[src/rtl/flb_band_cal_ctrl.sv]
// Band-calibration sequencer for the FLB sync path: steps band until the averaged dlf_out is centred.
// Optional continuous tracking after lock is enabled by defining FLB_CAL_TRACK_EN.
module flb_band_cal_ctrl #(
  parameter int DLF_W     = 16,
  parameter int BAND_W    = 8,
  parameter int AVG_LOG2  = 4,
  parameter int CENTER    = 32768,
  parameter int THR       = 2048,
  parameter int MAX_STEPS = 64
) (
  input  logic              ref_clk,
  input  logic              ref_rst_n,
  input  logic              cal_start,
  input  logic              cal_abort,
  input  logic [BAND_W-1:0] csr_band_init,
  input  logic [7:0]        csr_settle_cyc,
  input  logic [DLF_W-1:0]  dlf_out,
  output logic [BAND_W-1:0] band,
  output logic              csr_sync_en,
  output logic              cal_busy,
  output logic              cal_done,
  output logic              cal_err,
  output logic [7:0]        cal_steps,
  output logic [2:0]        cal_state
);

  localparam int ACC_W = DLF_W + AVG_LOG2;
  localparam int CMP_W = DLF_W + 2;

  // Window bounds, clamped at zero so a small CENTER cannot wrap the lower limit.
  localparam int LO1_I = (CENTER > THR) ? (CENTER - THR) : 0;
  localparam int HI1_I = CENTER + THR;
  localparam int LO2_I = (CENTER > 2 * THR) ? (CENTER - 2 * THR) : 0;
  localparam int HI2_I = CENTER + 2 * THR;

  localparam logic [CMP_W-1:0] LO1 = CMP_W'(LO1_I);
  localparam logic [CMP_W-1:0] HI1 = CMP_W'(HI1_I);
  localparam logic [CMP_W-1:0] LO2 = CMP_W'(LO2_I);
  localparam logic [CMP_W-1:0] HI2 = CMP_W'(HI2_I);

  localparam logic [7:0]          MAX_STEPS_C = 8'(MAX_STEPS);
  localparam logic [BAND_W-1:0]   BAND_MAX    = {BAND_W{1'b1}};
  localparam logic [AVG_LOG2-1:0] ACNT_LAST   = {AVG_LOG2{1'b1}};

  typedef enum logic [2:0] {
    ST_IDLE   = 3'd0,
    ST_LOAD   = 3'd1,
    ST_SETTLE = 3'd2,
    ST_ACCUM  = 3'd3,
    ST_DECIDE = 3'd4,
    ST_DONE   = 3'd5,
    ST_ERR    = 3'd6
  } state_t;

  state_t              state_q, state_d;
  logic [BAND_W-1:0]   band_q, band_d;
  logic [7:0]          steps_q, steps_d;
  logic                done_q, done_d;
  logic                err_q, err_d;
  logic                trk_q, trk_d;
  logic [7:0]          settle_q, settle_d;
  logic [AVG_LOG2-1:0] acnt_q, acnt_d;
  logic [ACC_W-1:0]    acc_q, acc_d;

  logic [DLF_W-1:0]    avg;
  logic [CMP_W-1:0]    avg_x;
  logic [CMP_W-1:0]    win_lo, win_hi;
  logic                above, below;
  logic [7:0]          settle_m1;
  logic                start_ok;

  assign avg       = acc_q[ACC_W-1:AVG_LOG2];
  assign avg_x     = {2'b00, avg};
  // While tracking, the wider window gives hysteresis against re-stepping on noise.
  assign win_lo    = trk_q ? LO2 : LO1;
  assign win_hi    = trk_q ? HI2 : HI1;
  assign above     = avg_x > win_hi;
  assign below     = avg_x < win_lo;
  assign settle_m1 = (csr_settle_cyc == 8'd0) ? 8'd0 : (csr_settle_cyc - 8'd1);
  assign start_ok  = cal_start &&
                     ((state_q == ST_IDLE) || (state_q == ST_DONE) ||
                      (state_q == ST_ERR) || trk_q);

  always_ff @(posedge ref_clk or negedge ref_rst_n) begin
    if (!ref_rst_n) begin
      state_q  <= ST_IDLE;
      band_q   <= '0;
      steps_q  <= '0;
      done_q   <= 1'b0;
      err_q    <= 1'b0;
      trk_q    <= 1'b0;
      settle_q <= '0;
      acnt_q   <= '0;
      acc_q    <= '0;
    end else begin
      state_q  <= state_d;
      band_q   <= band_d;
      steps_q  <= steps_d;
      done_q   <= done_d;
      err_q    <= err_d;
      trk_q    <= trk_d;
      settle_q <= settle_d;
      acnt_q   <= acnt_d;
      acc_q    <= acc_d;
    end
  end

  always_comb begin
    state_d  = state_q;
    band_d   = band_q;
    steps_d  = steps_q;
    done_d   = done_q;
    err_d    = err_q;
    trk_d    = trk_q;
    settle_d = settle_q;
    acnt_d   = acnt_q;
    acc_d    = acc_q;

    if (cal_abort) begin
      state_d = ST_IDLE;
      trk_d   = 1'b0;
    end else if (start_ok) begin
      state_d = ST_LOAD;
      band_d  = csr_band_init;
      steps_d = '0;
      done_d  = 1'b0;
      err_d   = 1'b0;
      trk_d   = 1'b0;
    end else begin
      case (state_q)
        ST_LOAD: begin
          settle_d = settle_m1;
          state_d  = ST_SETTLE;
        end
        ST_SETTLE: begin
          if (settle_q == 8'd0) begin
            state_d = ST_ACCUM;
            acc_d   = '0;
            acnt_d  = '0;
          end else begin
            settle_d = settle_q - 8'd1;
          end
        end
        ST_ACCUM: begin
          acc_d  = acc_q + {{AVG_LOG2{1'b0}}, dlf_out};
          acnt_d = acnt_q + 1'b1;
          if (acnt_q == ACNT_LAST) state_d = ST_DECIDE;
        end
        ST_DECIDE: begin
          if (!above && !below) begin
            if (trk_q) begin
              state_d = ST_ACCUM;
              acc_d   = '0;
              acnt_d  = '0;
            end else begin
              state_d = ST_DONE;
              done_d  = 1'b1;
            end
          end else if (steps_q >= MAX_STEPS_C) begin
            state_d = ST_ERR;
            err_d   = 1'b1;
            trk_d   = 1'b0;
          end else if (above) begin
            // Band never wraps: a step past the end of the range is an error.
            if (band_q == BAND_MAX) begin
              state_d = ST_ERR;
              err_d   = 1'b1;
              trk_d   = 1'b0;
            end else begin
              band_d  = band_q + 1'b1;
              steps_d = steps_q + 8'd1;
              state_d = ST_LOAD;
            end
          end else begin
            if (band_q == '0) begin
              state_d = ST_ERR;
              err_d   = 1'b1;
              trk_d   = 1'b0;
            end else begin
              band_d  = band_q - 1'b1;
              steps_d = steps_q + 8'd1;
              state_d = ST_LOAD;
            end
          end
        end
        ST_DONE: begin
`ifdef FLB_CAL_TRACK_EN
          state_d = ST_ACCUM;
          acc_d   = '0;
          acnt_d  = '0;
          trk_d   = 1'b1;
`else
          state_d = ST_DONE;
`endif
        end
        default: state_d = state_q;
      endcase
    end
  end

  assign band        = band_q;
  assign csr_sync_en = (state_q != ST_IDLE) && (state_q != ST_LOAD);
  // Tracking re-steps run through the same states but are not reported as busy.
  assign cal_busy    = ((state_q == ST_LOAD) || (state_q == ST_SETTLE) ||
                        (state_q == ST_ACCUM) || (state_q == ST_DECIDE)) && !trk_q;
  assign cal_done    = done_q;
  assign cal_err     = err_q;
  assign cal_steps   = steps_q;
  assign cal_state   = state_q;

endmodule
[config.mk]
export PLATFORM = sky130hd
export DESIGN_NAME = flb_band_cal_ctrl
export DESIGN_NICKNAME = d
export VERILOG_FILES = /design/src/rtl/flb_band_cal_ctrl.sv
export SDC_FILE = /design/constraint.sdc
export NUM_CORES = 1
export LEC_CHECK = 0
export ABC_AREA = 1
export ABC_CLOCK_PERIOD_IN_PS = 2500
export CAP_MARGIN = 15
export CORE_AREA = 2 2 116 118
export CTS_BUF_LIST = sky130_fd_sc_hd__clkbuf_4 sky130_fd_sc_hd__clkbuf_8
export DETAILED_ROUTE_END_ITERATION = 8
export DIE_AREA = 0 0 118 120
export SLEW_MARGIN = 30
export SYNTH_ARGS = -nofsm -noshare
export SYNTH_HDL_FRONTEND = slang
export SYNTH_SLANG_ARGS = --single-unit
[constraint.sdc]
create_clock -name ref_clk -period 2.5 [get_ports ref_clk]
set_input_delay 0.5 -clock ref_clk [delete_from_list [all_inputs] [get_ports ref_clk]]
set_output_delay 0.5 -clock ref_clk [all_outputs]
set_load 0.01 [all_outputs]
# After elaboration in Yosys (flattened, before gate mapping)
# Cells that the tools add are included.
# W data, S select, Z words.
[op_classes] mul=0 n_eq_ne=23 n_addsub=7 n_shift=0 n_bitwise=2 order_cmp=3 n_div=0 n_mux=57 n_reduce_logical=33
[ops] op="$mux W8" count=16
[ops] op="$mux W20" count=3
[ops] op="$pmux W20 S3" count=1
[ops] op="$mux W3" count=10
[ops] op="$logic_not A8 Y1" count=3
[ops] op="$sub A8 B1 Y8 const B" count=3
[ops] op="$add A20 B16 Y20" count=1
[ops] op="$mux W1" count=19
[ops] op="$add A8 B1 Y8 const B" count=2
[ops] op="$gt A16 B16 Y1" count=1
[ops] op="$lt A16 B15 Y1" count=1
[ops] op="$pmux W8 S2" count=1
[ops] op="$pmux W3 S5" count=1
[ops] op="$mux W13" count=1
[ops] op="$mux W12" count=1
[ops] op="$mux W4" count=3
[ops] op="$ne A2 B2 Y1 const B" count=6
[ops] op="$pmux W4 S3" count=1
[ops] op="$reduce_and A4 Y1" count=3
[ops] op="$reduce_and A6 Y1" count=2
[ops] op="$eq A3 B3 Y1 const B" count=3
[ops] op="$ne A3 B3 Y1 const B" count=3
[ops] op="$reduce_bool A3 Y1" count=3
[ops] op="$eq A8 B8 Y1 const B" count=1
[ops] op="21 further kinds" count=36
[word_totals] out_inout_bits=23 latchBits=0 reg_bits=54 wordCells=134 ram_bits=0 rom_bits=0 mem_count=0 in_bits=36

# Logic depth before layout (Yosys ltp)
# Gate-level depths: netlist (run 1).
[depth] depth_word=8 ltp_mapped=16 mapped_depth_nobuf=16

# Worst setup path after synthesis (run 1)
# Ideal clock, no wire load.
[synth_timing] path_kind="input-to-reg" startpoint="input dlf_out[0]" endpoint="register acc_q[12]" arrival_time_ns=2.013 n_path_buf=0 setup_time_ns=0.126 slack_ns=0.361 cell_stages=13 t_required_ns=2.374 cell_sequence="ha_1 -> inv_1 -> fa_1 -> inv_1 -> nand2_1 -> o21ai_0 -> nand2_1 -> nand2_1 -> inv_1 -> o21bai_1 -> nand2_1 -> nand2_1 -> o21ai_0"
[synth_via] elab_chain_len=2
[synth_rtl] element="start: declaration" line="17" text="input logic [DLF_W-1:0] dlf_out,"
[synth_rtl] element="$add A20 B16 Y20" line="145" text="acc_d = acc_q + {{AVG_LOG2{1'b0}}, dlf_out};"
[synth_rtl] element="$pmux W20 S3" line="130" text="case (state_q)"
[synth_rtl] element="end signal: assignment" line="94" text="acc_q <= '0;"
[synth_rtl] element="end signal: assignment" line="104" text="acc_q <= acc_d;"
[synth_rtl] element="end: declaration" line="63" text="logic [ACC_W-1:0] acc_q, acc_d;"
# No other way between the ends.
# A chain may end at the register's enable or synchronous reset.

# Worst setup path in the final report (run 1)
# Ends and elaborated chain as after synthesis.

==> results of run 1 <==
## metrics by stage
| stage | setup slack, ps | utilization | cell area (µm²) |
|---|---|---|---|
| after CTS | 75.4 | 0.394 | 5120 |
| after global routing | 3.95 | 0.395 | 5130 |
| final | 178 | 0.395 | 5130 |
| after global placement | -201 | 0.387 | 5030 |
| after detailed placement | -270 | 0.387 | 5030 |
| after floorplan | 361 | - | 4140 |
## state kept, by name, summed over array words and instances, names as in the netlist
| name | count |
|---|---|
| acnt_q | 4 |
| settle_q | 8 |
| band | 8 |
| acc_q | 20 |
| cal_done | 1 |
| cal_steps | 8 |
| cal_state | 3 |
| cal_err | 1 |
## layout make-up
type,count,area [µm²],share of cell area
Clock buffer,6,82.6,0.0161
Clock inverter,1,7.51,0.00146
Inverter,63,236,0.0461
Multi-Input combinational cell,478,2520,0.491
Sequential cell,53,1330,0.259
Tap cell,176,220,0.0429
Timing Repair Buffer,76,736,0.143
## how the worst max path moves through the flow
stage | end | slack (ps) | cells past startpoint
2_1_floorplan | acc_q[12] | 360 | 13
3_3_place_gp | acc_q[18] | -200 | 15
3_5_place_dp | acc_q[12] | -270 | 14
4_1_cts | acc_q[12] | 80 | 13
5_1_grt | acc_q[12] | 4 | 14
6_report | acc_q[12] | 180 | 14
## critical path, delay by kind of cell
kind | cells | cell delay (ps)
compound gates | 3 | 410
fa+ha+maj | 2 | 560
buf+inv | 4 | 650
simple gates | 5 | 410
## synth_stat cells (2+ instances only)
| cell | count | share of area |
|---|---|---|
| sky130_fd_sc_hd__a21oi_1 | 36 | 0.043 |
| sky130_fd_sc_hd__a31oi_1 | 9 | 0.014 |
| sky130_fd_sc_hd__buf_2 | 2 | 0.0024 |
| sky130_fd_sc_hd__buf_6 | 5 | 0.014 |
| sky130_fd_sc_hd__dfrtp_1 | 53 | 0.32 |
| sky130_fd_sc_hd__fa_1 | 2 | 0.0097 |
| sky130_fd_sc_hd__ha_1 | 27 | 0.082 |
| sky130_fd_sc_hd__inv_1 | 60 | 0.054 |
| sky130_fd_sc_hd__inv_2 | 3 | 0.0027 |
| sky130_fd_sc_hd__nand2_1 | 183 | 0.17 |
| sky130_fd_sc_hd__nand2_2 | 4 | 0.0060 |
| sky130_fd_sc_hd__nand3_1 | 34 | 0.041 |
| sky130_fd_sc_hd__nand4_1 | 7 | 0.011 |
| sky130_fd_sc_hd__nor2_1 | 75 | 0.068 |
| sky130_fd_sc_hd__nor2_2 | 8 | 0.012 |
| sky130_fd_sc_hd__nor3_1 | 5 | 0.0060 |
| sky130_fd_sc_hd__nor3b_1 | 2 | 0.0036 |
| sky130_fd_sc_hd__o21ai_0 | 38 | 0.046 |
| sky130_fd_sc_hd__o21ai_1 | 4 | 0.0048 |
| sky130_fd_sc_hd__o22ai_1 | 4 | 0.0060 |
| sky130_fd_sc_hd__o31ai_1 | 4 | 0.0072 |
| sky130_fd_sc_hd__or2_2 | 4 | 0.0060 |
| sky130_fd_sc_hd__xnor2_1 | 5 | 0.011 |
| sky130_fd_sc_hd__xor2_1 | 12 | 0.025 |
## where the power goes
group | total (µW) | switching, µW | internal, µW
logic | 2760 | 1620 | 1140
registers | 1500 | 332 | 1170
clock network | 521 | 301 | 220
## metal layers
metal	up-vias	global-route usage
met5	-	0
met3	7	0.0204
met2	66	0.255
li1	2110	-
met4	0	0.0407
met1	1862	0.204
## logic make-up (layout without fill, tap and decap cells)
family / count (synthesis) / count (layout)
compound gates: 104 / 104
xor+xnor: 17 / 17
fa+ha+maj: 29 / 29
buf+inv: 71 / 146
flops: 53 / 53
simple gates: 328 / 328
## what timing repair did
item / CTS / global route
resized for setup: 0 / 5
buffers inserted: 0 / 0
endpoints found under the setup margin: 0 / 8
==> qor.json, run 1 <==
{
  "antenna-diode-count": {"value": 0},
  "fillerInstances": {"value": 1405},
  "synthToLayoutAreaGrowth": {"value": 23.8, "unit": "%"},
  "clock-root-buffer": {"value": "sky130_fd_sc_hd__clkbuf_8"},
  "maxSlewHeadroom": {"value": 0.723},
  "totalNegativeSetupSlack": {"value": 0, "unit": "ps"},
  "maximum_count_of_clock_buffers_along_a_single_path": {"value": 2},
  "drt-met1-wl": {"value": 5060, "unit": "µm"},
  "crit_path_max_incr_delay": {"value": 470, "unit": "ps"},
  "crit_path_frequent_cell": {"value": "sky130_fd_sc_hd__nand2_1"},
  "timing.critical_path.slowest_stage_cell": {"value": "sky130_fd_sc_hd__clkdlybuf4s50_1"},
  "routed-wl-met2": {"value": 4870, "unit": "µm"},
  "synthDistinctLibCells": {"value": 40},
  "worst-r2r-cell-count": {"value": 15},
  "fmax": {"value": 431, "unit": "MHz"},
  "initial_antenna_violation_count": {"value": 0},
  "cp_cell_sequence": {"value": "clkdlybuf4s50_1 -> ha_1 -> inv_1 -> fa_1 -> inv_1 -> nand2_1 -> o21ai_2 -> nand2_1 -> nand2_2 -> inv_1 -> o21bai_1 -> nand2_1 -> nand2_1 -> o21ai_0"},
  "nets": {"value": 742},
  "detail-route-antenna-nets": {"value": 0},
  "worst_r2r_start": {"value": "acc_q[7]"},
  "synth.net_count": {"value": 667},
  "place_congestion": {"value": 0.952},
  "clock_buffer_count_from_cts": {"value": 5},
  "max_cap_violations": {"value": 0},
  "synth_fa_ha_area_frac": {"value": 0.0912},
  "finalHoldWorstSlack": {"value": 78.0, "unit": "ps"},
  "layout_worst_path_cycle_share": {"value": 0.929},
  "p_leak": {"value": 0.00254, "unit": "µW"},
  "wirelength": {"value": 10400, "unit": "µm"},
  "overflow": {"value": 0},
  "detail_route.iter0.violations": {"value": 211},
  "drcViolationCount": {"value": 0},
  "route.met3.wl": {"value": 358, "unit": "µm"},
  "ys_seq_area_frac": {"value": 0.320},
  "die_outline_height": {"value": 120, "unit": "µm"},
  "die-area": {"value": 0.0142, "unit": "mm²"},
  "floorplan.die.width": {"value": 118, "unit": "µm"},
  "postSynth.topFlopCell": {"value": "sky130_fd_sc_hd__dfrtp_1"},
  "layout.cells.most_common": {"value": "sky130_fd_sc_hd__nand2_1"},
  "rows": {"value": 42},
  "ff_to_ff_setup_slack": {"value": 230, "unit": "ps"},
  "postSynthAreaPerCell": {"value": 6.88, "unit": "µm²"},
  "cts_tree": {"value": "yes"},
  "async_reset_ff_frac": {"value": 1.00},
  "power.total": {"value": 4780, "unit": "µW"},
  "synth.ff_latch_count": {"value": 53},
  "hold_viol": {"value": 0},
  "power_density": {"value": 932, "unit": "mW/mm²"},
  "design.portCount": {"value": 59},
  "cts-hold-fix-buffers": {"value": 0},
  "synthSimpleGateAreaFrac": {"value": 0.333},
  "top_signal_layer_used": {"value": "met4"},
  "worst-path-max-fanout": {"value": 5},
  "status": {"value": "complete, no violations"},
  "critPathRequiredTime": {"value": 2700, "unit": "ps"},
  "vias_per_cell": {"value": 4.74},
  "setup.worst_path.end_class": {"value": "register"},
  "gr-usage-all-layers": {"value": 0.151},
  "synth_compound_area_frac": {"value": 0.145},
  "finalClockSkew": {"value": 8.29, "unit": "ps"},
  "grt_pass1_vias": {"value": 3817},
  "grt_start_max_net_pins": {"value": 28},
  "core_region_area": {"value": 0.0130, "unit": "mm²"},
  "finalMaxSlewViolations": {"value": 0},
  "routed-via-count": {"value": 4045},
  "setup.worst_path.class": {"value": "input port to register"},
  "avgRoutedWirePerCell": {"value": 12.2, "unit": "µm"},
  "cts_max_level": {"value": 2},
  "synth_top_family_by_area": {"value": "simple AND/OR/NAND/NOR gates"},
  "most-common-layout-cells": {"value": "sky130_fd_sc_hd__nand2_1, sky130_fd_sc_hd__nor2_1, sky130_fd_sc_hd__inv_1"},
  "worst_setup_path_startpoint": {"value": "dlf_out[0]"},
  "synth_edf_count": {"value": 0},
  "detailedRoute.firstPassIterationCount": {"value": 4},
  "report.final.setup_viol": {"value": 0},
  "rsz0062_at_grt": {"value": "no"},
  "starting_density_of_the_core": {"value": 0.319},
  "number_of_instances_in_the_synthesized_netlist": {"value": 602},
  "critPathArrivalTime": {"value": 2520, "unit": "ps"},
  "dp_hpwl": {"value": 8210, "unit": "µm"},
  "clock_insertion_delay_worst_skew": {"value": 320, "unit": "ps"},
  "layout.cells.non_filler": {"value": 853},
  "hp-class": {"value": "input port to asynchronous set/reset pin"},
  "kind_of_start_point_of_the_critical_path": {"value": "input port"},
  "portBuffers": {"value": 58},
  "synth_xor_xnor_area_share": {"value": 0.0359},
  "layout_cell_share_with_drive_strength_beyond_1": {"value": 0.0812},
  "final.min_clock_period": {"value": 2320, "unit": "ps"},
  "muxShareOfSynthArea": {"value": 0},
  "r2r_end": {"value": "band[6]"},
  "clock_sink_count": {"value": 53},
  "netlist_area": {"value": 0.00414, "unit": "mm²"},
  "vdd.ir_drop.worst": {"value": 0.372, "unit": "mV"},
  "grt_pass1_wl": {"value": 17800, "unit": "µm"},
  "numPlacedInstances": {"value": 846},
  "synthesis.yosys.warnings": {"value": 0},
  "cts.clk_slew.worst_paths": {"value": 90, "unit": "ps"},
  "tightestPinTransition": {"value": 413, "unit": "ps"}
}
Note: power is estimated with default switching activity, not from simulation.
==> run 2, diff against run 1 <==
--- a/config.mk
+++ b/config.mk
@@ -12,6 +12,7 @@
 export CTS_BUF_LIST = sky130_fd_sc_hd__clkbuf_4 sky130_fd_sc_hd__clkbuf_8
 export DETAILED_ROUTE_END_ITERATION = 8
 export DIE_AREA = 0 0 118 120
+export RECOVER_POWER = 25
 export SLEW_MARGIN = 30
 export SYNTH_ARGS = -nofsm -noshare
 export SYNTH_HDL_FRONTEND = slang
==> qor.json, run 2 (synthesized netlist as in run 1, its figures left out) <==
{
  "final.min_clock_period": {"value": 2320, "unit": "ps"},
  "critPathRequiredTime": {"value": 2700, "unit": "ps"},
  "detail-route-antenna-nets": {"value": 0},
  "kind_of_start_point_of_the_critical_path": {"value": "input port"},
  "setup.worst_path.class": {"value": "input port to register"},
  "gr-usage-all-layers": {"value": 0.151},
  "die_outline_height": {"value": 120, "unit": "µm"},
  "overflow": {"value": 0},
  "place_congestion": {"value": 0.952},
  "largest_register_ffs": {"value": 20},
  "finalClockSkew": {"value": 8.55, "unit": "ps"},
  "layout.cells.most_common": {"value": "sky130_fd_sc_hd__nand2_1"},
  "hold_viol": {"value": 0},
  "rsz0062_at_grt": {"value": "no"},
  "p_clk_frac": {"value": 0.109},
  "cts_max_level": {"value": 2},
  "tightestPinTransition": {"value": 1320, "unit": "ps"},
  "fmax": {"value": 431, "unit": "MHz"},
  "most-common-layout-cells": {"value": "sky130_fd_sc_hd__nand2_1, sky130_fd_sc_hd__nor2_1, sky130_fd_sc_hd__inv_1"},
  "power_density": {"value": 933, "unit": "mW/mm²"},
  "detailedRoute.firstPassIterationCount": {"value": 4},
  "wirelength": {"value": 10400, "unit": "µm"},
  "layout_worst_path_cycle_share": {"value": 0.928},
  "dp_hpwl": {"value": 8210, "unit": "µm"},
  "report.final.setup_viol": {"value": 0},
  "detail_route.iter0.violations": {"value": 209},
  "antenna-diode-count": {"value": 0},
  "starting_density_of_the_core": {"value": 0.319},
  "clock_insertion_delay_worst_skew": {"value": 320, "unit": "ps"},
  "post_dp_cell_area": {"value": 0.00503, "unit": "mm²"},
  "portBuffers": {"value": 58},
  "layout_cell_area_excl_fill": {"value": 0.00512, "unit": "mm²"},
  "cts_tree": {"value": "yes"},
  "max_cap_violations": {"value": 0},
  "nets": {"value": 742},
  "final_core_utilization": {"value": 0.395},
  "hp-class": {"value": "input port to asynchronous set/reset pin"},
  "cts-hold-fix-buffers": {"value": 0},
  "setup.worst_path.end_class": {"value": "register"},
  "routed-via-count": {"value": 4063},
  "p_int": {"value": 2530, "unit": "µW"},
  "avgRoutedWirePerCell": {"value": 12.2, "unit": "µm"},
  "vdd.ir_drop.worst": {"value": 0.372, "unit": "mV"},
  "vias_per_cell": {"value": 4.76},
  "totalNegativeSetupSlack": {"value": 0, "unit": "ps"},
  "largest-register": {"value": "acc_q"},
  "clock_sink_count": {"value": 53},
  "core_region_area": {"value": 0.0130, "unit": "mm²"},
  "grt_pass1_vias": {"value": 3817},
  "cts.clk_slew.worst_paths": {"value": 90, "unit": "ps"},
  "power.sequential.fraction": {"value": 0.314},
  "die-area": {"value": 0.0142, "unit": "mm²"},
  "switching_share": {"value": 0.470},
  "maximum_count_of_clock_buffers_along_a_single_path": {"value": 2},
  "clock-root-buffer": {"value": "sky130_fd_sc_hd__clkbuf_8"},
  "grt_pass1_wl": {"value": 17800, "unit": "µm"},
  "layout_cell_share_with_drive_strength_beyond_1": {"value": 0.0783},
  "worst-r2r-cell-count": {"value": 15},
  "combinationalPowerShare": {"value": 0.577},
  "maxSlewHeadroom": {"value": 0.123},
  "floorplan.die.width": {"value": 118, "unit": "µm"},
  "initial_antenna_violation_count": {"value": 0},
  "p_leak": {"value": 0.00254, "unit": "µW"},
  "design.portCount": {"value": 59},
  "status": {"value": "complete, no violations"},
  "worst-path-max-fanout": {"value": 5},
  "grt_start_max_net_pins": {"value": 28},
  "synthToLayoutAreaGrowth": {"value": 23.6, "unit": "%"},
  "finalMaxSlewViolations": {"value": 0},
  "clock_buffer_count_from_cts": {"value": 5},
  "rows": {"value": 42},
  "critPathArrivalTime": {"value": 2520, "unit": "ps"},
  "switchingPower": {"value": 2250, "unit": "µW"},
  "drcViolationCount": {"value": 0}
}
[run 2: cell types whose count changed in the layout (fill, tap and decap cells not counted), sizes merged]
cell          previous run  this run
clkbuf                   6         7
buf                     19        17
dlymetal6s4s             0         1
[run 2: per-layer routing]
layer	GRT usage	part of all wire	routed length (µm)
met2	0.255	0.46	4830
met3	0.0204	0.036	375
met1	0.204	0.49	5070
met5	0	0	0
met4	0.0407	0.011	119
[run 2: power by group through the flow]
| stage | clock network (µW) | logic [µW] | registers (µW) |
|---|---|---|---|
| after floorplan | 0 | 1880 | 1480 |
| after global placement | 0 | 2710 | 1510 |
| after detailed placement | 0 | 2750 | 1520 |
| after CTS | 545 | 2760 | 1500 |
| after global routing | 572 | 3140 | 1560 |
| final | 522 | 2750 | 1500 |
[run 2: area by class of cell]
class / instances / area (µm²)
clock buffer: 6 / 82.6
clock inverter: 1 / 7.51
fill: 1408 / 7860
inverter: 63 / 236
multi-input combinational: 478 / 2520
sequential: 53 / 1330
tap: 176 / 220
timing repair buffer: 76 / 727
[run 2: final timing paths]
kind,from,endpoint,slack [ps]
setup / recovery,dlf_out[0],acc_q[12],180
hold / removal,ref_rst_n,acc_q[1],220
setup reg to reg,acc_q[7],band[6],220
hold reg to reg,acc_q[3],acc_q[3],500
max in group asynchronous,ref_rst_n,band[2],490
min in group ref_clk,acc_q[3],acc_q[3],500
[run 2: per-stage QoR]
stage / hold WS [ps] / power [µW] / std cells / setup slack (ps)
2_1_floorplan: 204 / 3360 / 602 / 361
3_3_place_gp: 435 / 4220 / 846 / -201
3_5_place_dp: 437 / 4270 / 846 / -270
4_1_cts: 85.3 / 4810 / 853 / 75.4
5_1_grt: 273 / 5260 / 853 / 3.95
6_report: 222 / 4780 / 853 / 180
[run 2: repair_timing]
item | in CTS | in global routing
setup buffers | 0 | 0
resized for setup | 0 | 5
setup endpoints to repair | 0 | 8
[run 2: worst max-delay path, stage by stage]
cell and delay [ps]:
sky130_fd_sc_hd__clkdlybuf4s50_1 470, sky130_fd_sc_hd__ha_1 170, sky130_fd_sc_hd__inv_1 60, sky130_fd_sc_hd__fa_1 390
sky130_fd_sc_hd__inv_1 70, sky130_fd_sc_hd__nand2_1 60, sky130_fd_sc_hd__o21ai_2 140, sky130_fd_sc_hd__nand2_1 90
sky130_fd_sc_hd__nand2_2 110, sky130_fd_sc_hd__inv_1 50, sky130_fd_sc_hd__o21bai_1 190, sky130_fd_sc_hd__nand2_1 90
sky130_fd_sc_hd__nand2_1 60, sky130_fd_sc_hd__o21ai_0 70
==> run 3, diff against run 2 <==
--- a/config.mk
+++ b/config.mk
@@ -8,10 +8,10 @@
 export ABC_AREA = 1
 export ABC_CLOCK_PERIOD_IN_PS = 2500
 export CAP_MARGIN = 15
-export CORE_AREA = 2 2 116 118
+export CORE_AREA = 5 5 119 121
 export CTS_BUF_LIST = sky130_fd_sc_hd__clkbuf_4 sky130_fd_sc_hd__clkbuf_8
 export DETAILED_ROUTE_END_ITERATION = 8
-export DIE_AREA = 0 0 118 120
+export DIE_AREA = 0 0 124 126
 export RECOVER_POWER = 25
 export SLEW_MARGIN = 30
 export SYNTH_ARGS = -nofsm -noshare
==> qor.json, run 3 (synthesized netlist as in run 1, its figures left out) <==
{
  "status": {"value": "complete, no violations"},
  "clock_insertion_delay_worst_skew": {"value": 310, "unit": "ps"},
  "overflow": {"value": 0},
  "postCtsResizedCells": {"value": 0},
  "vdd.ir_drop.worst": {"value": 0.421, "unit": "mV"},
  "tightestPinTransition": {"value": 1320, "unit": "ps"},
  "cts_max_level": {"value": 2},
  "numPlacedInstances": {"value": 846},
  "critPathCapture": {"value": "acc_q[18]"},
  "max_cap_violations": {"value": 0},
  "cp_cell_sequence": {"value": "clkdlybuf4s50_1 -> ha_1 -> inv_1 -> fa_1 -> inv_1 -> nand2_1 -> o21ai_1 -> nand2_1 -> nand2_1 -> nand3_1 -> nand2_1 -> nand2_1 -> nor2_1 -> nor2_1"},
  "initial_antenna_violation_count": {"value": 0},
  "fmax": {"value": 429, "unit": "MHz"},
  "nets": {"value": 742},
  "layout.area.seq": {"value": 0.00133, "unit": "mm²"},
  "report.final.setup_viol": {"value": 0},
  "largest_register_ffs": {"value": 20},
  "dp_hpwl": {"value": 8350, "unit": "µm"},
  "critical-path-top-delay-family": {"value": "simple AND/OR/NAND/NOR gates"},
  "clock_buffer_count_from_cts": {"value": 5},
  "totalNegativeSetupSlack": {"value": 0, "unit": "ps"},
  "fin_ws": {"value": 168, "unit": "ps"},
  "avgRoutedWirePerCell": {"value": 12.3, "unit": "µm"},
  "cts.clk_slew.worst_paths": {"value": 100, "unit": "ps"},
  "die-area": {"value": 0.0156, "unit": "mm²"},
  "rows": {"value": 42},
  "cts_tree": {"value": "yes"},
  "kind_of_start_point_of_the_critical_path": {"value": "input port"},
  "grt_start_max_net_pins": {"value": 24},
  "detail_route.iter0.violations": {"value": 196},
  "setup.worst_path.class": {"value": "input port to register"},
  "setup.worst_path.end_class": {"value": "register"},
  "layout.cells.non_filler": {"value": 854},
  "r2r_end": {"value": "band[6]"},
  "routed-via-count": {"value": 4046},
  "cts-hold-fix-buffers": {"value": 0},
  "worst-path-max-fanout": {"value": 5},
  "gr-usage-all-layers": {"value": 0.137},
  "layout_worst_path_cycle_share": {"value": 0.933},
  "portBuffers": {"value": 58},
  "design.portCount": {"value": 59},
  "final.min_clock_period": {"value": 2330, "unit": "ps"},
  "starting_density_of_the_core": {"value": 0.319},
  "layout.cells.most_common": {"value": "sky130_fd_sc_hd__nand2_1"},
  "post_dp_cell_area": {"value": 0.00501, "unit": "mm²"},
  "core_region_area": {"value": 0.0130, "unit": "mm²"},
  "wirelength": {"value": 10500, "unit": "µm"},
  "drcViolationCount": {"value": 0},
  "timing.critical_path.slowest_stage_cell": {"value": "sky130_fd_sc_hd__clkdlybuf4s50_1"},
  "clock_sink_count": {"value": 53},
  "cp_num_cells": {"value": 14},
  "worst_r2r_start": {"value": "acc_q[17]"},
  "layout_cell_area_excl_fill": {"value": 0.00510, "unit": "mm²"},
  "power_density": {"value": 926, "unit": "mW/mm²"},
  "multiInputGateArea": {"value": 0.00251, "unit": "mm²"},
  "rsz0062_at_grt": {"value": "yes"},
  "largest-register": {"value": "acc_q"},
  "most-common-layout-cells": {"value": "sky130_fd_sc_hd__nand2_1, sky130_fd_sc_hd__nor2_1, sky130_fd_sc_hd__inv_1"},
  "crit_path_frequent_cell": {"value": "sky130_fd_sc_hd__nand2_1"},
  "finalClockSkew": {"value": 12.6, "unit": "ps"},
  "ff_to_ff_setup_slack": {"value": 220, "unit": "ps"},
  "fillerInstances": {"value": 1387},
  "hold_viol": {"value": 0},
  "grt_pass1_wl": {"value": 17800, "unit": "µm"},
  "final_core_utilization": {"value": 0.393},
  "critPathArrivalTime": {"value": 2550, "unit": "ps"},
  "floorplan.die.width": {"value": 124, "unit": "µm"},
  "worst-r2r-cell-count": {"value": 15},
  "critPathRequiredTime": {"value": 2720, "unit": "ps"},
  "worst_setup_path_startpoint": {"value": "dlf_out[0]"},
  "critPathBufInv": {"value": 3},
  "crit_path_max_incr_delay": {"value": 460, "unit": "ps"},
  "hp-class": {"value": "input port to asynchronous set/reset pin"},
  "grt_pass1_vias": {"value": 3817},
  "maxSlewHeadroom": {"value": 0.120},
  "placement.setup.worst_slack": {"value": -234, "unit": "ps"},
  "layout_cell_share_with_drive_strength_beyond_1": {"value": 0.0767},
  "detail-route-antenna-nets": {"value": 0},
  "place_congestion": {"value": 0.838},
  "synthToLayoutAreaGrowth": {"value": 23.1, "unit": "%"},
  "clock-root-buffer": {"value": "sky130_fd_sc_hd__clkbuf_8"},
  "detailedRoute.firstPassIterationCount": {"value": 4},
  "die_outline_height": {"value": 126, "unit": "µm"},
  "finalMaxSlewViolations": {"value": 0},
  "p_leak": {"value": 0.00253, "unit": "µW"},
  "maximum_count_of_clock_buffers_along_a_single_path": {"value": 2},
  "antenna-diode-count": {"value": 0},
  "vias_per_cell": {"value": 4.74},
  "postCtsSetupBuffers": {"value": 0}
}
[run 3: cell types whose count changed in the layout (fill, tap and decap cells not counted), sizes merged]
| cell | change |
|---|---|
| dlymetal6s4s | -1 |
| clkinvlp | -1 |
| clkinv | +2 |
| clkbuf | +1 |
[run 3: worst register-to-register path: stages (launching register included)]
cell                      delay, ps
sky130_fd_sc_hd__dfrtp_1        440
sky130_fd_sc_hd__nor2_2         160
sky130_fd_sc_hd__nand2_1         70
sky130_fd_sc_hd__nor2_1         100
sky130_fd_sc_hd__nand2_1        120
sky130_fd_sc_hd__nand2_4        160
sky130_fd_sc_hd__ha_2           330
sky130_fd_sc_hd__nand2_1         80
sky130_fd_sc_hd__nand2_1         60
sky130_fd_sc_hd__nand2_1         60
sky130_fd_sc_hd__nand3_1         90
sky130_fd_sc_hd__or2_2          280
sky130_fd_sc_hd__nand3_1         70
sky130_fd_sc_hd__nand2_1         50
sky130_fd_sc_hd__nand2_1         60
sky130_fd_sc_hd__nand2_1         60
[run 3: how the worst min path moves through the flow]
stage / to / slack [ps] / depth (start not counted)
detailed placement: acc_q[2] / 480 / 2
CTS: acc_q[7] / 170 / 1
floorplan: acc_q[0] / 200 / 0
finish: acc_q[7] / 460 / 1
global placement: acc_q[3] / 480 / 2
global route: acc_q[2] / 540 / 2
[run 3: stage by stage]
stage / power [µW] / hold slack [ps]
final: 4720 / 456
after global routing: 5240 / 543
after CTS: 4770 / 168
after detailed placement: 4260 / 481
after global placement: 4210 / 480
after floorplan: 3360 / 204
[run 3: power by group]
group / switching, µW / leakage, µW / total (µW) / internal (µW)
Combinational: 1600 / 0.00181 / 2740 / 1140
Clock: 287 / 0.0000484 / 493 / 206
Sequential: 324 / 0.000679 / 1490 / 1170
[run 3: routing by layer]
| metal | wire (µm) | share of wire | track usage |
|---|---|---|---|
| met5 | 0 | 0 | 0 |
| met4 | 108 | 0.010 | 0.0316 |
| met3 | 429 | 0.041 | 0.0188 |
| met2 | 4870 | 0.47 | 0.223 |
| met1 | 5060 | 0.48 | 0.192 |
[run 3: final cells by class]
cell class              instances  share of cell area
clock buffers                   6              0.0150
clock inverters                 2             0.00196
inverters                      63              0.0463
multi-input cells             478               0.493
flip-flops and latches         53               0.260
well taps                     176              0.0432
repair buffers                 76               0.141
==> variant 1 (config.mk and constraints of run 3) <==
The parameter `BAND_W` goes from 8 to 12.
--- a/src/rtl/flb_band_cal_ctrl.sv
+++ b/src/rtl/flb_band_cal_ctrl.sv
@@ -4,3 +4,3 @@
   parameter int DLF_W     = 16,
-  parameter int BAND_W    = 8,
+  parameter int BAND_W    = 12,
   parameter int AVG_LOG2  = 4,
Interface: changed (resized band and csr_band_init); port bits go from 59 to 67. The function was not compared with the original's and may differ.
==> variant 1 against run 3 <==
Worst setup slack lost 0.0032 ns; routed wire length grew 21%; power is 40% higher; sequential cell count rose by 4; first-iteration DRC count rose by 35%; synthesized area increased by 12%; combinational power is 49% higher; design area is 15% higher; largest cell class unchanged.
==> variant 1: results (changes against run 3) <==
H-tree depth 3 (+1); Final #Nets 857 (+15%); GRT Overall Usage 0.1671 (+0.03024); Placer Congestion 0.8717 (+4.0%); status complete, no violations; Post-Place Cells 944 (+12%); sequential fraction of the synthesis area 0.3082 (-0.01186); Post-synth top cells nand2_1, nor2_1, inv_1; leakage power 2.919 nW (+15%); PortBufs 66 (+14%); Layout Cells excl Fill 964 (+13%); largest net degree at the start of global routing 35 (+46%); final WL 12.64 mm (+21%); Worst Setup SP cal_state[1]$_DFFE_PN0P_; Filler Cells Inserted 1349 (-2.7%); skew final 0.01223 ns (-0.0003527 ns); via count 4738 (+17%); TritonCTS Buffers 9 (+4); vias in the first global route 4618 (+21%); crit-path max cell delay 0.53 ns (+0.07 ns); Placed Area 5569 um^2 (+11%); Max FO, Critical Path 8 (+3); router iterations before antenna repair 5 (+1); pre-CTS setup slack -0.1041 ns (+0.1299 ns); Critical Path AT 1.84 ns (-0.71 ns); Worst Tran Pin Value 1.358 ns (+0.03728 ns); DR iter-0 viols 264 (+35%); global-route wire length before repair 21.38 mm (+20%); mean post-synth cell area 6.650 um^2 (-3.4%); largest cells by area after synthesis dfrtp_1, nand2_1, ha_1, nor2_1, inv_1; clock latency on the worst-skew pair 0.36 ns (+0.05 ns); DPL Wire Length 9.599 mm (+15%); FF-to-FF Start acc_q[15]$_DFFE_PN0P_; Peak VDD IR 0.3243 mV (-23%)
-- variant 1: power by group --
| part | switching [W] | leakage [nW] | internal (W) |
|---|---|---|---|
| Clock | 0.000400 | 0.106 | 0.000517 |
| Combinational | 0.00243 | 2.08 | 0.00165 |
| Sequential | 0.000374 | 0.738 | 0.00125 |
-- variant 1: final timing paths --
kind / end / slack (ns) / cells after the start
max: cal_busy / 0.16 / 5
min: acc_q[4]$_DFFE_PN0P_ / 0.44 / 1
max reg2reg: band[8]$_DFFE_PN0P_ / 0.20 / 16
min reg2reg: acc_q[2]$_DFFE_PN0P_ / 0.50 / 2
max in group asynchronous: cal_steps[7]$_DFFE_PN0P_ / 0.52 / 2
min in group ref_clk: acc_q[2]$_DFFE_PN0P_ / 0.50 / 2
-- variant 1: kinds of logic (layout without fill, tap and decap cells) --
family,count (synthesis),after routing,share of synthesized area
AOI/OAI and AO/OA,118,118,0.1438
xor gates and xnor gates,18,18,0.03406
adders and majority gates,33,33,0.09246
buffers and inverters,76,167,0.06786
DFF,57,57,0.3082
muxes,1,1,0.002163
and+or+nand+nor,393,394,0.3514
-- variant 1: layer usage --
| metal | part of all wire | GRT usage | up-vias | routed length [um] |
|---|---|---|---|---|
| li1 | - | - | 2458 | - |
| met3 | 0.046 | 0.03004 | 11 | 585 |
| met5 | 0 | 0 | - | 0 |
| met4 | 0.012 | 0.05090 | 0 | 151 |
| met2 | 0.48 | 0.2765 | 109 | 6033 |
| met1 | 0.46 | 0.2211 | 2160 | 5866 |
-- variant 1: layout make-up --
type	count	area, um^2	area share
clock inverters	3	40.04	0.006851
multi-input cells	564	2950	0.5048
well taps	176	220.2	0.03768
flip-flops and latches	57	1426	0.2441
repair buffers	85	794.5	0.1359
clock buffers	12	158.9	0.02719
inverters	67	254.0	0.04346
==> variant 2 (flow settings as in run 3) <==
Made on the original files. Put a register stage on the outputs `csr_sync_en` and `cal_busy`. The values now appear one clock later. The other outputs are not delayed to match.
--- a/src/rtl/flb_band_cal_ctrl.sv
+++ b/src/rtl/flb_band_cal_ctrl.sv
@@ -201,6 +201,7 @@
   assign band        = band_q;
-  assign csr_sync_en = (state_q != ST_IDLE) && (state_q != ST_LOAD);
   // Tracking re-steps run through the same states but are not reported as busy.
-  assign cal_busy    = ((state_q == ST_LOAD) || (state_q == ST_SETTLE) ||
-                        (state_q == ST_ACCUM) || (state_q == ST_DECIDE)) && !trk_q;
+  always_ff @(posedge ref_clk) begin
+    csr_sync_en <= (state_q != ST_IDLE) && (state_q != ST_LOAD);
+    cal_busy    <= ((state_q == ST_LOAD) || (state_q == ST_SETTLE) || (state_q == ST_ACCUM) || (state_q == ST_DECIDE)) && !trk_q;
+  end
   assign cal_done    = done_q;
Check against the original RTL: not equivalent (a bounded check fails within 4 cycles, from zero or initial values and one cycle with ref_rst_n low).
==> variant 2 against run 3 <==
Count of clock-buffer cells in the layout unchanged; worst hold slack better by 0.061 ns; power up 11%; routed wire length is 7.2% higher; critical path depth up 2; worst setup slack better by 0.055 ns; sequential cell count rose by 2; non-clock buffer count rose by 5; design area increased by 2.6%; synthesized area grew 1.5%.
==> variant 2: results (changes against run 3) <==
ys flop type dfrtp_1; Peak VDD IR 0.3036 mV (-28%); PortBufs 58 (unchanged); Max FO, Critical Path 3 (-2); H-tree depth 2 (unchanged); GRT Overall Usage 0.1498 (+0.01298); leakage power 2.602 nW (+2.7%); largest cells by area after synthesis dfrtp_1, nand2_1, ha_1, nor2_1, inv_1; Syn Inst Count 613 (+1.8%); Post-CTS Setup Bufs 0 (unchanged); ANT cells 0 (unchanged); clock latency on the worst-skew pair 0.32 ns; Mapped Nets 678 (+1.6%); global-route wire length before repair 19.35 mm (+8.5%); DR iter-0 viols 262 (+34%); initial core utilization 0.3240 (+0.004723); Most flops, register acc_q; Filler Cells Inserted 1412 (+1.8%); clock root buffer clkbuf_8; TritonCTS Buffers 5 (unchanged); Yosys warnings 0 (unchanged); fraction of layout cells with a size suffix above 1 0.08201 (+0.005318); Final #Nets 759 (+2.3%); asr flop ratio synth 0.9636 (-0.03636); router iterations before antenna repair 5 (+1); Hold Crit Class flip-flop to flip-flop; initial antenna violation count 0 (unchanged); status complete, no violations; Post-synth top cells nand2_1, nor2_1, inv_1; sequential fraction of the synthesis area 0.3249 (+0.004855); via count 4224 (+4.4%); Post-Place Cells 863 (+2.0%); Final ANT Viol Nets 0 (unchanged); Congestion Overflow GR 0 (unchanged); Placer Congestion 0.9200 (+9.8%); Synth cell types 41 (+2.5%); max_slew headroom 0.05142 (-0.06837); Critical Path AT 2.53 ns (-0.02 ns); DPL Wire Length 8.785 mm (+5.2%); flip-flop count of the largest register after layout 20 (unchanged); Placed Area 5130 um^2 (+2.3%); WL/cell 12.88 um (+5.1%); CTS clk-pin slew, worst paths 0.10 ns (about the same); skew final 0.01308 ns (+0.0004954 ns); largest net degree at the start of global routing 54 (+130%); clk buf depth 2 (unchanged); vias per cell 4.850 (+2.4%)
variant 2: through the flow:
stage	setup slack, ns	hold slack (ns)
6_report	0.2228	0.5170
5_1_grt	0.006275	0.5499
4_1_cts	0.2117	0.1698
3_5_place_dp	-0.1012	0.4928
3_3_place_gp	-0.04326	0.4752
2_1_floorplan	0.4082	0.2044
variant 2: cells by family after synthesis:
group,Yosys count,synth area share
adders and majority gates,29,0.08985
DFF,55,0.3249
and+or+nand+nor,342,0.3442
muxes,1,0.002380
AOI/OAI and AO/OA,99,0.1360
buffers and inverters,72,0.07141
xor gates and xnor gates,15,0.03124
variant 2: final timing paths:
check / to / startpoint / slack, ns / depth (start not counted)
min in group asynchronous: acc_q[0]$_DFFE_PN0P_ / ref_rst_n / 0.58 / 2
min reg2reg: acc_q[2]$_DFFE_PN0P_ / acc_q[2]$_DFFE_PN0P_ / 0.52 / 2
max reg2reg: band[7]$_DFFE_PN0P_ / acc_q[16]$_DFFE_PN0P_ / 0.26 / 14
max in group asynchronous: settle_q[6]$_DFFE_PN0P_ / ref_rst_n / 1.05 / 2
min: acc_q[2]$_DFFE_PN0P_ / acc_q[2]$_DFFE_PN0P_ / 0.52 / 2
max: acc_q[16]$_DFFE_PN0P_ / dlf_out[0] / 0.22 / 16
variant 2: per-layer routing:
metal	global-route usage	vias up	share of wire
li1	-	2159	-
met1	0.2039	1955	0.48
met2	0.2501	96	0.47
met3	0.01839	14	0.037
met4	0.04059	0	0.014
met5	0	-	0
variant 2: cell type report:
cell class              count  area [um^2]  share of cell area
multi-input cells         486         2544              0.4860
flip-flops and latches     55         1366              0.2611
repair buffers             81        745.7              0.1425
inverters                  65        244.0             0.04662
well taps                 176        220.2             0.04208
clock buffers               6        76.32             0.01458
clock inverters             2        37.54            0.007172
variant 2: power breakdown:
part	switching [W]	internal [W]
sequential	0.000334	0.00121
combinational	0.00178	0.00127
clock	0.000314	0.000311
variant 2: what timing repair did:
| item | in CTS | in global routing |
|---|---|---|
| endpoints found under the setup margin | 0 | 1 |
| gates resized for setup | 0 | 1 |
| hold buffers | 0 | 0 |
variant 2: critical path, stage by stage:
cell and delay (ns):
clkdlybuf4s50_1 0.46, ha_1 0.16, inv_1 0.06, fa_1 0.37
inv_1 0.09, nand3_1 0.06, nand2_1 0.09, buf_4 0.12
nand2_1 0.04, nand2_1 0.11, nand2_1 0.06, nand2_1 0.11
nand2_1 0.08, nand2_1 0.08, nand2_1 0.05, nor2_1 0.09
